File: src/rtl/sequence_detector_pkg.sv
// Shared definitions for the parametrised serial pattern detector.
// Holds the default configuration, the overlap-mode encoding, the legal
// range of the pattern length and small helpers used by the detector files.
package sequence_detector_pkg;

    // Default build-time sizes
    localparam int DEF_MAX_LEN = 8;
    localparam int DEF_CNT_W   = 8;

    // Hard limits on the pattern register width
    localparam int MIN_MAX_LEN = 2;
    localparam int TOP_MAX_LEN = 32;

    // Configuration loaded on reset: the classic 1011 detector, overlapping
    localparam logic [7:0] DEF_PATTERN = 8'b0000_1011;
    localparam int         DEF_LEN     = 4;
    localparam bit         DEF_OVERLAP = 1'b1;

    // Overlap mode encoding carried by cfg_overlap
    localparam logic OVERLAP_ON  = 1'b1;
    localparam logic OVERLAP_OFF = 1'b0;

    // Width needed to hold a length value 0..max_len
    function automatic int len_width(input int max_len);
        return $clog2(max_len + 1);
    endfunction

    // True when the build-time pattern width is supported
    function automatic bit max_len_ok(input int max_len);
        return (max_len >= MIN_MAX_LEN) && (max_len <= TOP_MAX_LEN);
    endfunction

    // True when a programmed length is usable with a given pattern width
    function automatic logic len_in_range(input int len, input int max_len);
        return (len >= 1) && (len <= max_len);
    endfunction

endpackage

File: src/rtl/sequence_detector_param_seq_match_core.sv
// seq_match_core: history shift register, saturating fill counter and
// length-masked pattern compare.
// Ports:
//   clock, reset  - rising-edge clock, synchronous active-high reset
//   clear         - empty the history (reconfiguration)
//   shift_en      - accept bit_in this cycle
//   bit_in        - serial data bit
//   pattern, len  - active pattern (LSB = last bit) and its length
//   overlap       - OVERLAP_ON keeps history after a match
//   match_next    - combinational: the bit accepted this cycle completes a match
module seq_match_core
    import sequence_detector_pkg::*;
#(
    parameter int MAX_LEN = DEF_MAX_LEN,
    parameter int LEN_W   = $clog2(MAX_LEN + 1)
) (
    input  logic               clock,
    input  logic               reset,
    input  logic               clear,
    input  logic               shift_en,
    input  logic               bit_in,
    input  logic [MAX_LEN-1:0] pattern,
    input  logic [LEN_W-1:0]   len,
    input  logic               overlap,
    output logic               match_next
);

    logic [MAX_LEN-1:0] history_r;
    logic [MAX_LEN-1:0] history_next_s;
    logic [LEN_W-1:0]   fill_r;
    logic [LEN_W-1:0]   fill_next_s;
    logic [MAX_LEN-1:0] mask_s;
    logic               match_s;

    // Next history/fill assuming the current bit is accepted
    always_comb begin
        history_next_s = history_r;
        fill_next_s    = fill_r;
        if (shift_en) begin
            history_next_s = {history_r[MAX_LEN-2:0], bit_in};
            if (fill_r == LEN_W'(MAX_LEN)) begin
                fill_next_s = fill_r;
            end else begin
                fill_next_s = fill_r + LEN_W'(1);
            end
        end else begin
            history_next_s = history_r;
            fill_next_s    = fill_r;
        end
    end

    // Mask selecting the low len bits; pattern bits above len-1 never count
    always_comb begin
        mask_s = {MAX_LEN{1'b0}};
        for (int i = 0; i < MAX_LEN; i++) begin
            mask_s[i] = (i < int'(len));
        end
    end

    // Match decision on the updated history, only for an accepted bit
    always_comb begin
        match_s = 1'b0;
        if (shift_en && (fill_next_s >= len)) begin
            match_s = (((history_next_s ^ pattern) & mask_s) == {MAX_LEN{1'b0}});
        end else begin
            match_s = 1'b0;
        end
    end

    assign match_next = match_s;

    // History and fill state; non-overlap mode restarts the fill after a match
    always_ff @(posedge clock) begin
        if (reset) begin
            history_r <= {MAX_LEN{1'b0}};
            fill_r    <= {LEN_W{1'b0}};
        end else if (clear) begin
            history_r <= {MAX_LEN{1'b0}};
            fill_r    <= {LEN_W{1'b0}};
        end else if (shift_en) begin
            history_r <= history_next_s;
            if (match_s && (overlap == OVERLAP_OFF)) begin
                fill_r <= {LEN_W{1'b0}};
            end else begin
                fill_r <= fill_next_s;
            end
        end else begin
            history_r <= history_r;
            fill_r    <= fill_r;
        end
    end

endmodule

File: src/rtl/sequence_detector_param.sv
// sequence_detector_param: runtime-programmable serial pattern detector.
// Ports:
//   clock, reset    - rising-edge clock, synchronous active-high reset
//   cfg_load        - load cfg_pattern/cfg_len/cfg_overlap (illegal len rejected)
//   cfg_pattern     - pattern, [len-1] received first, [0] received last
//   cfg_len         - pattern length 1..MAX_LEN
//   cfg_overlap     - 1 overlapping matches, 0 non-overlapping
//   count_clr       - clear match_count (wins over a simultaneous match)
//   sequence_valid  - sequence_in carries a bit this cycle
//   sequence_in     - serial data bit
//   detector_out    - registered one-cycle match pulse
//   match_count     - saturating match counter
//   count_sat       - match_count is all-ones
//   cfg_err         - one-cycle pulse when a cfg_load with illegal cfg_len is rejected
module sequence_detector_param
    import sequence_detector_pkg::*;
#(
    parameter int                 MAX_LEN         = DEF_MAX_LEN,
    parameter int                 LEN_W           = $clog2(MAX_LEN + 1),
    parameter int                 CNT_W           = DEF_CNT_W,
    parameter logic [MAX_LEN-1:0] DEFAULT_PATTERN = MAX_LEN'(DEF_PATTERN),
    parameter int                 DEFAULT_LEN     = DEF_LEN,
    parameter bit                 DEFAULT_OVERLAP = DEF_OVERLAP
) (
    input  logic               clock,
    input  logic               reset,
    input  logic               cfg_load,
    input  logic [MAX_LEN-1:0] cfg_pattern,
    input  logic [LEN_W-1:0]   cfg_len,
    input  logic               cfg_overlap,
    input  logic               count_clr,
    input  logic               sequence_valid,
    input  logic               sequence_in,
    output logic               detector_out,
    output logic [CNT_W-1:0]   match_count,
    output logic               count_sat,
    output logic               cfg_err
);

    // Build-time sanity checks on the parameter set
    if (!max_len_ok(MAX_LEN)) begin : g_bad_max_len
        $error("sequence_detector_param: MAX_LEN must be within 2..32");
    end
    if (LEN_W != len_width(MAX_LEN)) begin : g_bad_len_w
        $error("sequence_detector_param: LEN_W must not be overridden");
    end
    if (!len_in_range(DEFAULT_LEN, MAX_LEN)) begin : g_bad_default_len
        $error("sequence_detector_param: DEFAULT_LEN must be within 1..MAX_LEN");
    end

    logic [MAX_LEN-1:0] pattern_r;
    logic [LEN_W-1:0]   len_r;
    logic               overlap_r;
    logic               detector_out_r;
    logic [CNT_W-1:0]   count_r;
    logic               count_sat_r;
    logic               cfg_err_r;

    logic               len_legal_s;
    logic               cfg_apply_s;
    logic               cfg_reject_s;
    logic               accept_s;
    logic               match_s;
    logic [CNT_W-1:0]   count_next_s;

    // Classify a configuration request; any load cycle drops the data bit
    always_comb begin
        len_legal_s  = len_in_range(int'(cfg_len), MAX_LEN);
        cfg_apply_s  = 1'b0;
        cfg_reject_s = 1'b0;
        accept_s     = 1'b0;
        if (cfg_load) begin
            cfg_apply_s  = len_legal_s;
            cfg_reject_s = ~len_legal_s;
            accept_s     = 1'b0;
        end else begin
            cfg_apply_s  = 1'b0;
            cfg_reject_s = 1'b0;
            accept_s     = sequence_valid;
        end
    end

    seq_match_core #(
        .MAX_LEN (MAX_LEN),
        .LEN_W   (LEN_W)
    ) u_core (
        .clock      (clock),
        .reset      (reset),
        .clear      (cfg_apply_s),
        .shift_en   (accept_s),
        .bit_in     (sequence_in),
        .pattern    (pattern_r),
        .len        (len_r),
        .overlap    (overlap_r),
        .match_next (match_s)
    );

    // Counter next value: clear wins, then saturating increment on a match
    always_comb begin
        count_next_s = count_r;
        if (count_clr) begin
            count_next_s = {CNT_W{1'b0}};
        end else if (match_s && (count_r != {CNT_W{1'b1}})) begin
            count_next_s = count_r + CNT_W'(1);
        end else begin
            count_next_s = count_r;
        end
    end

    // Active configuration registers, reloaded only by a legal cfg_load
    always_ff @(posedge clock) begin
        if (reset) begin
            pattern_r <= DEFAULT_PATTERN;
            len_r     <= LEN_W'(DEFAULT_LEN);
            overlap_r <= DEFAULT_OVERLAP;
        end else if (cfg_apply_s) begin
            pattern_r <= cfg_pattern;
            len_r     <= cfg_len;
            overlap_r <= cfg_overlap;
        end else begin
            pattern_r <= pattern_r;
            len_r     <= len_r;
            overlap_r <= overlap_r;
        end
    end

    // Registered outputs: match pulse, counter with its saturation flag, error pulse
    always_ff @(posedge clock) begin
        if (reset) begin
            detector_out_r <= 1'b0;
            count_r        <= {CNT_W{1'b0}};
            count_sat_r    <= 1'b0;
            cfg_err_r      <= 1'b0;
        end else begin
            detector_out_r <= match_s;
            count_r        <= count_next_s;
            count_sat_r    <= (count_next_s == {CNT_W{1'b1}});
            cfg_err_r      <= cfg_reject_s;
        end
    end

    assign detector_out = detector_out_r;
    assign match_count  = count_r;
    assign count_sat    = count_sat_r;
    assign cfg_err      = cfg_err_r;

endmodule

File: config.mk
export PLATFORM = sky130hd
export DESIGN_NAME = sequence_detector_param
export DESIGN_NICKNAME = d
export VERILOG_FILES = /design/src/rtl/sequence_detector_pkg.sv /design/src/rtl/sequence_detector_param_seq_match_core.sv /design/src/rtl/sequence_detector_param.sv
export SDC_FILE = /design/constraint.sdc
export NUM_CORES = 1
export LEC_CHECK = 0
export CORE_UTILIZATION = 50
export DETAILED_ROUTE_END_ITERATION = 16
export PLACE_DENSITY = 0.75
export SYNTH_ARGS = -nofsm -noshare
export SYNTH_HDL_FRONTEND = slang
export SYNTH_HIERARCHICAL = 1
export SYNTH_SLANG_ARGS = --single-unit
File: constraint.sdc
create_clock -name clock -period 4.9 [get_ports clock]
set_clock_uncertainty 0.05 [all_clocks]
set_input_delay 0.98 -clock clock [delete_from_list [all_inputs] [get_ports clock]]
set_output_delay 0.98 -clock clock [all_outputs]
set_load 0.01 [all_outputs]
==> results.cfg, run 1 <==
[run_status]
run_status = finished, final reports clean

[timing]
fmax_ghz = 0.220
hold_ws_ns = 0.439
finalSetupTns_ns = 0
max-slew-margin-rel_pct = 59.9
setup_violations = 0
finalCritPeriodShare_pct = 92.8
rsz0062_at_grt = false
drv_slew = 0
worst_pin_slew_ns = 0.599
layout_setup_ws_ns = 0.352
min_period_ns = 4.55
hold_viol = 0

[cells_and_area]
area_growth_pct = 21.3
final_nets = 271
fin_util_pct = 65.5
final_layout_size_suffix_gt1_share_pct = 6.91
diodes = 0

[clock_tree]
clockBufferDepth = 2
clock_latency_ns = 0.29
numCtsBuffers = 5
cts_tree = done
post_cts_buffers = 0
cts-root-buf = clkbuf_8
cts.sink_count = 35
clkTransAtPathRegs_ns = 0.07
cts_resized = 0
htreeDepth = 2
hold_buffers = 0

[min_path]
hp-class = reg2reg
min-delay-start = pattern_r[6]

[yosys]
synth_area_per_cell_um2 = 8.60
synth_cell_type_count = 47
yosys_register_bits = 35
yosysWarnings = 6
yosysSeqAreaShare_pct = 37.7
synth_fp_nets = 242
syn_inst = 216
syn_area_um2 = 1860

[global_routing]
grt_pass1_wl_um = 6720
grt-ovfl-total = 0
grt_pass1_vias = 1488
grt_max_degree = 19
antenna_found_initial = 0
grt_usage_pct = 22.0

[route]
wl_per_cell_um = 13.0
antenna_left = 0
drt_wl_total_um = 3800
dr.pass1.iters = 4
drt_iter0_markers = 85
viasPerCell = 5.34
drcViolationCount = 0
vias = 1559

[power_and_ir_drop]
power_density_nw_per_um2 = 252
power.leakage_nw = 0.791
vdd_drop_max_mv = 0.159

[setup_path]
worstSetupPathType = in2reg
startpoint = cfg_load
critPathCaptureType = flip-flop
r2r-start = u_core/fill_r[0]
critPathLaunchType = input port
cp.required_ns = 5.06
worst_ep_arrival_time_ns = 4.70
cp_max_fo = 15

[floorplanning]
initial_utilization_pct = 54.0
num_rows = 21
die_w_um = 63.0
die_height_um = 63.0
design.core.area_um2 = 3440
die_area_um2 = 3960
ios = 30

[placed_design]
gp_congestion = 0.854
port-buffer-count = 29
dp_hpwl_um = 2860
place_ws_ns = 0.0890

[run]
drv_cap = 0
==> report_power, final <==
part	internal [mW]	total (mW)	switching [mW]
logic	0.0356	0.0693	0.0337
clock network	0.0995	0.196	0.0961
registers	0.293	0.302	0.00953
==> layout by cell type (no fill, tap or decap), drive strengths merged, types with 3 or more instances in the layout <==
cell	Yosys	routed
xnor2	13	13
nand2	39	39
o21ai	9	9
ha	7	7
nor2b	4	4
clkbuf	5	7
nor2	16	16
nand3	6	6
nor3b	5	5
inv	8	8
or2	3	3
clkdlybuf4s50	0	29
xor2	3	3
nor3	5	5
dfxtp	35	35
nand3b	5	5
a21oi	13	13
mux2i	12	12
==> flip-flops by register name (all words and copies together), names as in the netlist <==
signal / cells
match_count: 8
count_sat: 1
overlap_r: 1
detector_out: 1
len_r: 4
cfg_err: 1
u_core/history_r: 7
u_core/fill_r: 4
pattern_r: 8
==> path summary, 6_finish.rpt <==
path	end	slack (ns)	cells past startpoint
worst max-delay path	count_sat	0.35	14
worst min-delay path	pattern_r[6]	0.44	2
worst min register to register	pattern_r[6]	0.44	2
worst max register to register	count_sat	1.21	16
==> critical path, cell delays in order <==
cell and delay, ns:
clkdlybuf4s50_1 0.47, nor2b_1 0.33, buf_4 0.32, o21ai_0 0.15, ha_1 0.29, a2111oi_0 0.08, nor3_1 0.21, nand3_1 0.15
or2_1 0.23, a21oi_1 0.32, and3_4 0.29, or4b_1 0.46, mux2i_1 0.17, nor4_2 0.26
==> routing by layer <==
layer,part of all wire [%],global-route usage [%],vias up
met4,2.3,14.0,0
met1,51,30.3,703
met2,42,30.5,38
met5,0,0,-
li1,-,-,808
met3,4.3,4.74,10
==> synthesized netlist by cell type (all sizes together) <==
cell / count / area [um2]
nand2: 39 / 146
dfxtp: 35 / 701
nor2: 16 / 60.1
a21oi: 13 / 65.1
xnor2: 13 / 114
mux2i: 12 / 128
o21ai: 9 / 45.0
inv: 8 / 30.0
ha: 7 / 87.6
nand3: 6 / 30.0
clkbuf: 5 / 20.0
nand3b: 5 / 37.5
nor3: 5 / 30.0
nor3b: 5 / 37.5
nor2b: 4 / 25.0
buf: 3 / 21.3
or2: 3 / 18.8
xor2: 3 / 26.3
a2111oi: 2 / 36.3
a311oi: 2 / 17.5
and3: 2 / 17.5
nand4: 2 / 12.5
nor4: 2 / 18.8
o211ai: 2 / 15.0
o21a: 2 / 15.0
a2111o: 1 / 11.3
a211o: 1 / 8.76
a211oi: 1 / 7.51
a21o: 1 / 7.51
a41oi: 1 / 8.76
and4: 1 / 8.76
nand2b: 1 / 6.26
o21bai: 1 / 11.3
o32ai: 1 / 16.3
or3: 1 / 6.26
or4b: 1 / 10.0
==> area by class of cell <==
type | count | area (um2)
Sequential cell | 35 | 701
Multi-Input combinational cell | 165 | 1090
Fill cell | 305 | 1190
Clock inverter | 1 | 5.00
Inverter | 8 | 30.0
Timing Repair Buffer | 30 | 298
Tap cell | 46 | 57.6
Clock buffer | 7 | 76.3
==> cells by family (layout without fill, tap and decap cells) <==
kind of cell | Yosys count | after routing | synth area share (%)
AO/OA/AOI/OAI | 37 | 37 | 14.3
buffers and inverters | 16 | 46 | 3.84
AND/OR/NAND/NOR | 93 | 93 | 25.1
XOR/XNOR | 16 | 16 | 7.54
adder cells (fa/ha/maj) | 7 | 7 | 4.71
flip-flops | 35 | 35 | 37.7
multiplexers | 12 | 12 | 6.87
==> per-stage QoR <==
stage / cell area (um2) / std cells / total power, mW
3_5_place_dp: 2170 / 284 / 0.378
2_1_floorplan: 1860 / 216 / 0.351
6_report: 2250 / 292 / 0.567
5_1_grt: 2250 / 292 / 0.599
3_3_place_gp: 2170 / 284 / 0.377
4_1_cts: 2250 / 292 / 0.576
Note: power is estimated with default switching activity, not from simulation.
==> run 2, diff against run 1 <==
- GPL_ROUTABILITY_DRIVEN: unset -> 0
- MAX_ROUTING_LAYER: unset -> met4
==> results.cfg, run 2 (synthesis results as in run 1) <==
[run_status]
run_status = finished, final reports clean

[cells_and_area]
final_layout_size_suffix_gt1_share_pct = 6.91
area_growth_pct = 21.3
fillCellCount = 305
final_nets = 271
final_cell_mix = 39 x nand2_1, 35 x dfxtp_1, 29 x clkdlybuf4s50_1
final-seq-area_um2 = 701
fin_util_pct = 65.5
mostFrequentLayoutCell = nand2_1
diodes = 0
multiInputGateArea_um2 = 1090

[route]
wl_per_cell_um = 13.0
dr.pass1.iters = 4
antenna_left = 0
drcViolationCount = 0
drt_wl_total_um = 3810
vias = 1562
viasPerCell = 5.35
drt_iter0_markers = 87

[timing]
finalCritPeriodShare_pct = 92.8
drv_slew = 0
worst_pin_slew_ns = 0.599
min_period_ns = 4.55
hold_viol = 0
max-slew-margin-rel_pct = 59.9
fmax_ghz = 0.220
rsz0062_at_grt = false
finalSetupTns_ns = 0
setup_violations = 0

[clock_tree]
clkTransAtPathRegs_ns = 0.07
clock_latency_ns = 0.29
cts.sink_count = 35
htreeDepth = 2
cts_tree = done
cts_resized = 0
hold_buffers = 0
cts-root-buf = clkbuf_8
clockBufferDepth = 2
post_cts_buffers = 0
numCtsBuffers = 5

[setup_path]
critPathLaunchType = input port
cp_slowest_cell = clkdlybuf4s50_1
cp_max_fo = 15
crit_path_cell_trace = clkdlybuf4s50_1 > nor2b_1 > buf_4 > o21ai_0 > ha_1 > a2111oi_0 > nor3_1 > nand3_1 > or2_1 > a21oi_1 > and3_4 > or4b_1 > mux2i_1 > nor4_2
worst_ep_arrival_time_ns = 4.70
critPathCaptureType = flip-flop
worstSetupPathType = in2reg
startpoint = cfg_load
cp.required_ns = 5.06
r2r-start = u_core/fill_r[0]
slowest_delay_ns = 0.47

[run]
drv_cap = 0

[power_and_ir_drop]
power.leakage_nw = 0.791
p_comb_share_pct = 12.2
switching_share_pct = 24.6
pwr-share-clk_pct = 34.5
seqPwrFrac_pct = 53.3
power_density_nw_per_um2 = 252
switchingPower_mw = 0.140
vdd_drop_max_mv = 0.159
internal_power_mw = 0.428

[global_routing]
grt_pass1_vias = 1490
antenna_found_initial = 0
grt-ovfl-total = 0
grt_usage_pct = 22.6
grt_max_degree = 19
grt_pass1_wl_um = 6740

[min_path]
hp-class = reg2reg
min-delay-start = pattern_r[6]

[floorplanning]
ios = 30
design.core.area_um2 = 3440
die_area_um2 = 3960
die_height_um = 63.0
initial_utilization_pct = 54.0
num_rows = 21
die_w_um = 63.0

[placed_design]
dp_hpwl_um = 2860
port-buffer-count = 29
-- run 2: cell type report --
cell class | count | share of cell area [%]
Multi-Input combinational cell | 165 | 48.2
Sequential cell | 35 | 31.1
Timing Repair Buffer | 30 | 13.2
Clock buffer | 7 | 3.39
Tap cell | 46 | 2.55
Inverter | 8 | 1.33
Clock inverter | 1 | 0.222
-- run 2: power by group through the flow --
stage	Clock (mW)	Combinational [mW]	Sequential, mW
floorplan	0	0.0451	0.306
global placement	0	0.0684	0.309
detailed placement	0	0.0691	0.309
CTS	0.204	0.0696	0.302
global route	0.219	0.0772	0.303
finish	0.196	0.0693	0.302
-- run 2: final timing paths --
path                  end  slack [ns]  depth (start not counted)
max             count_sat        0.35                         14
min          pattern_r[6]        0.44                          2
max reg2reg     count_sat        1.21                         16
min reg2reg  pattern_r[6]        0.44                          2
-- run 2: worst max-delay path: cells and delay by family --
| kind | cells | cell delay, ns |
|---|---|---|
| AND/OR/NAND/NOR | 7 | 1.93 |
| multiplexers | 1 | 0.17 |
| adder cells (fa/ha/maj) | 1 | 0.29 |
| AO/OA/AOI/OAI | 3 | 0.55 |
| buffers and inverters | 2 | 0.79 |
-- run 2: metrics by stage --
| stage | std cells | cell area (um2) | total power [mW] | hold slack (ns) | setup WS, ns |
|---|---|---|---|---|---|
| finish | 292 | 2250 | 0.568 | 0.439 | 0.352 |
| detailed placement | 284 | 2170 | 0.378 | 0.430 | 0.0890 |
| CTS | 292 | 2250 | 0.576 | 0.439 | 0.383 |
| floorplan | 216 | 1860 | 0.351 | 0.399 | 0.623 |
| global route | 292 | 2250 | 0.600 | 0.458 | 0.114 |
| global placement | 284 | 2170 | 0.377 | 0.414 | 0.209 |
-- run 2: layer usage --
metal | GRT usage [%] | wire [um] | up-vias
li1 | - | - | 809
met1 | 30.4 | 1950 | 707
met2 | 30.5 | 1610 | 36
met3 | 4.74 | 160 | 10
met4 | 14.0 | 89 | 0
met5 | - | 0 | -
==> run 3, diff against run 2 <==
- HOLD_SLACK_MARGIN: unset -> 0.02
==> results of run 3 <==
Same layout as run 2: the final DEF is identical, and so are final timing and power.
==> variant: new RTL, config.mk and constraints of run 3 <==
`DEF_MAX_LEN`: 8 -> 4.
--- a/src/rtl/sequence_detector_pkg.sv
+++ b/src/rtl/sequence_detector_pkg.sv
@@ -5,5 +5,5 @@
 
     // Default build-time sizes
-    localparam int DEF_MAX_LEN = 8;
+    localparam int DEF_MAX_LEN = 4;
     localparam int DEF_CNT_W   = 8;
 
Ports: changed (resized cfg_len and cfg_pattern); port bits go from 30 to 25. No check against the original RTL was run, so the function may have changed too.
==> variant against run 3 <==
- final area shrank 27%
- core utilization shrank 1.2 points
- combinational power shrank 30%
- total power shrank 37%
- worst setup slack gained 0.50 ns
- synthesized cell count shrank 28%
- via count shrank 24%
- sequential cell count shrank 10
- clock power shrank 51%
- wire length shrank 25%
- synthesized area shrank 24%
- largest cell class unchanged
- largest power group unchanged
==> variant: results (changes against run 3) <==
| Metric | Value |
|---|---|
| Max reg flops | 8 |
| Adder-cell share of the synthesized area | 0.05343 (+0.006290) |
| Reg clk slew, reported paths | 0.15 ns (+0.08 ns) |
| Leak pwr | 0.6252 nW (-21%) |
| Drt initial violations | 26 (-70%) |
| Status | finished clean |
| Worst ir drop on vdd | 218.1 µV (+37%) |
| Avg WL per Cell | 13.92 µm (+6.7%) |
| Post_cts resized | 0 (unchanged) |
| Critical path data arrival time | 4.23 ns (-0.47 ns) |
| Worst min path class | register to register |
| Place WS | 0.5591 ns (+0.4701 ns) |
| Xor/xnor share of the synthesized area | 0.04363 (-0.03179) |
| Synth top cells by count | 25 x dfxtp_1, 16 x nor2_1, 12 x inv_1 |
| Met3 Wirelength | 186 µm (+16%) |
| Largest cells by area after synthesis | dfxtp_1 36%, ha_1 5.3%, nor2_1 4.3% |
| Syn Nets | 176 (-27%) |
| Hold path start | pattern_r[3] |
| Mux share of post-synthesis cell area | 0.05521 (-0.01348) |
| Largest net degree at the start of global routing | 16 (-3) |
| Post-synthesis compound-gate area fraction | 0.1897 (+0.04691) |
| RR Startpoint | u_core/fill_r[0] |
| Root buf cell | clkbuf_4 |
| Max transition margin | 0.5425 (-0.05684) |
| Antenna violations before repair | 0 (unchanged) |
| Layout cells sized above 1 | 0.1136 (+0.04453) |
| Worst-path fanout max | 10 (-5) |
| Ant. Diodes | 0 (unchanged) |
| DRT Pass-1 Iters | 4 (unchanged) |
| Metal-1 WL | 1397 µm (-28%) |
| Post-synth ARST share | 0 (unchanged) |
| CTS max path bufs | 2 (unchanged) |
| Met2 wire length | 1268 µm (-21%) |
| First-pass GRT wire length | 4705 µm (-30%) |
| Synth unique cells | 48 (+2.1%) |
| Fin nets | 197 (-27%) |
| Syn. warnings | 6 (unchanged) |
| Fillers | 238 (-22%) |
| CTS buffer count | 3 (-2) |
| Post-DP HPWL | 2190 µm (-23%) |
| Setup Fix Bufs, Post-CTS | 0 (unchanged) |
| Total GRT Usage | 0.2254 (-0.0009137) |
| Top routing layer in use | met4 |
| H-tree depth | 1 (-1) |
| IO buf count | 24 (-17%) |
| Sequential-to-total area share from yosys stat | 0.3562 (-0.02092) |
| Number of global-route vias before repair | 1,035 (-31%) |
| Worst skew pair latency | 0.32 ns (+0.03 ns) |
| Critical Path Start | cfg_load |
| Vias per cell | 5.752 (+7.5%) |
-- variant: cell count changes in the layout (fill, tap and decap cells not counted), sizes merged, moves of 5 or more --
| cell | before | now |
|---|---|---|
| xnor2 | 13 | 1 |
| dfxtp | 35 | 25 |
| clkdlybuf4s50 | 29 | 24 |
| nand2 | 39 | 4 |
| a21oi | 13 | 8 |
| mux2i | 12 | 7 |
-- variant: path summary, 6_finish.rpt --
kind	cells after the start	endpoint	slack, ns
worst max-delay path	14	match_count[7]	0.86
worst min-delay path	1	pattern_r[3]	0.47
worst max register to register	13	match_count[7]	1.65
worst min register to register	1	pattern_r[3]	0.47
-- variant: power breakdown --
part	internal, W	total [W]	leakage [nW]	switching, W
Combinational	0.0000253	0.0000482	0.408	0.0000229
Clock	0.0000312	0.0000955	0.0139	0.0000643
Sequential	0.000210	0.000215	0.203	0.00000594
-- variant: metal layers --
layer,up-vias,global-route usage
li1,602,-
met1,542,0.3050
met2,39,0.3373
met3,2,0.06557
met4,0,0.03750
met5,-,-
-- variant: cell type report --
| class | instances | area [µm²] | area share |
|---|---|---|---|
| multi-input combinational | 110 | 788.3 | 0.4780 |
| tap | 30 | 37.54 | 0.02276 |
| clock buffer | 3 | 22.52 | 0.01366 |
| sequential | 25 | 500.5 | 0.3035 |
| timing repair buffer | 25 | 247.7 | 0.1502 |
| clock inverter | 1 | 7.507 | 0.004552 |
| inverter | 12 | 45.04 | 0.02731 |
-- variant: kinds of logic (layout without fill, tap and decap cells) --
kind of cell | Yosys count | in the layout
compound gates | 37 | 37
xor+xnor | 7 | 7
simple gates | 53 | 53
buf+inv | 21 | 41
fa+ha+maj | 6 | 6
mux | 7 | 7
flops | 25 | 25
-- variant: critical path, stage by stage --
cell	delay (ns)
clkdlybuf4s50_1	0.48
nor2b_1	0.13
buf_4	0.17
a21boi_2	0.23
xnor2_1	0.11
ha_1	0.29
nor2_1	0.04
a21oi_1	0.17
o221ai_2	0.13
a21oi_1	0.56
and4_4	0.39
and2_1	0.21
a21oi_1	0.09
a311oi_1	0.25
-- variant: per-stage QoR --
stage	hold WS, ns	std cells	util	area, µm²
finish	0.4730	206	0.6423	1649
global route	0.4975	206	0.6423	1649
CTS	0.4742	206	0.6423	1649
detailed placement	0.4389	202	0.6306	1619
global placement	0.4240	202	0.6306	1619
floorplan	0.4062	156	-	1405
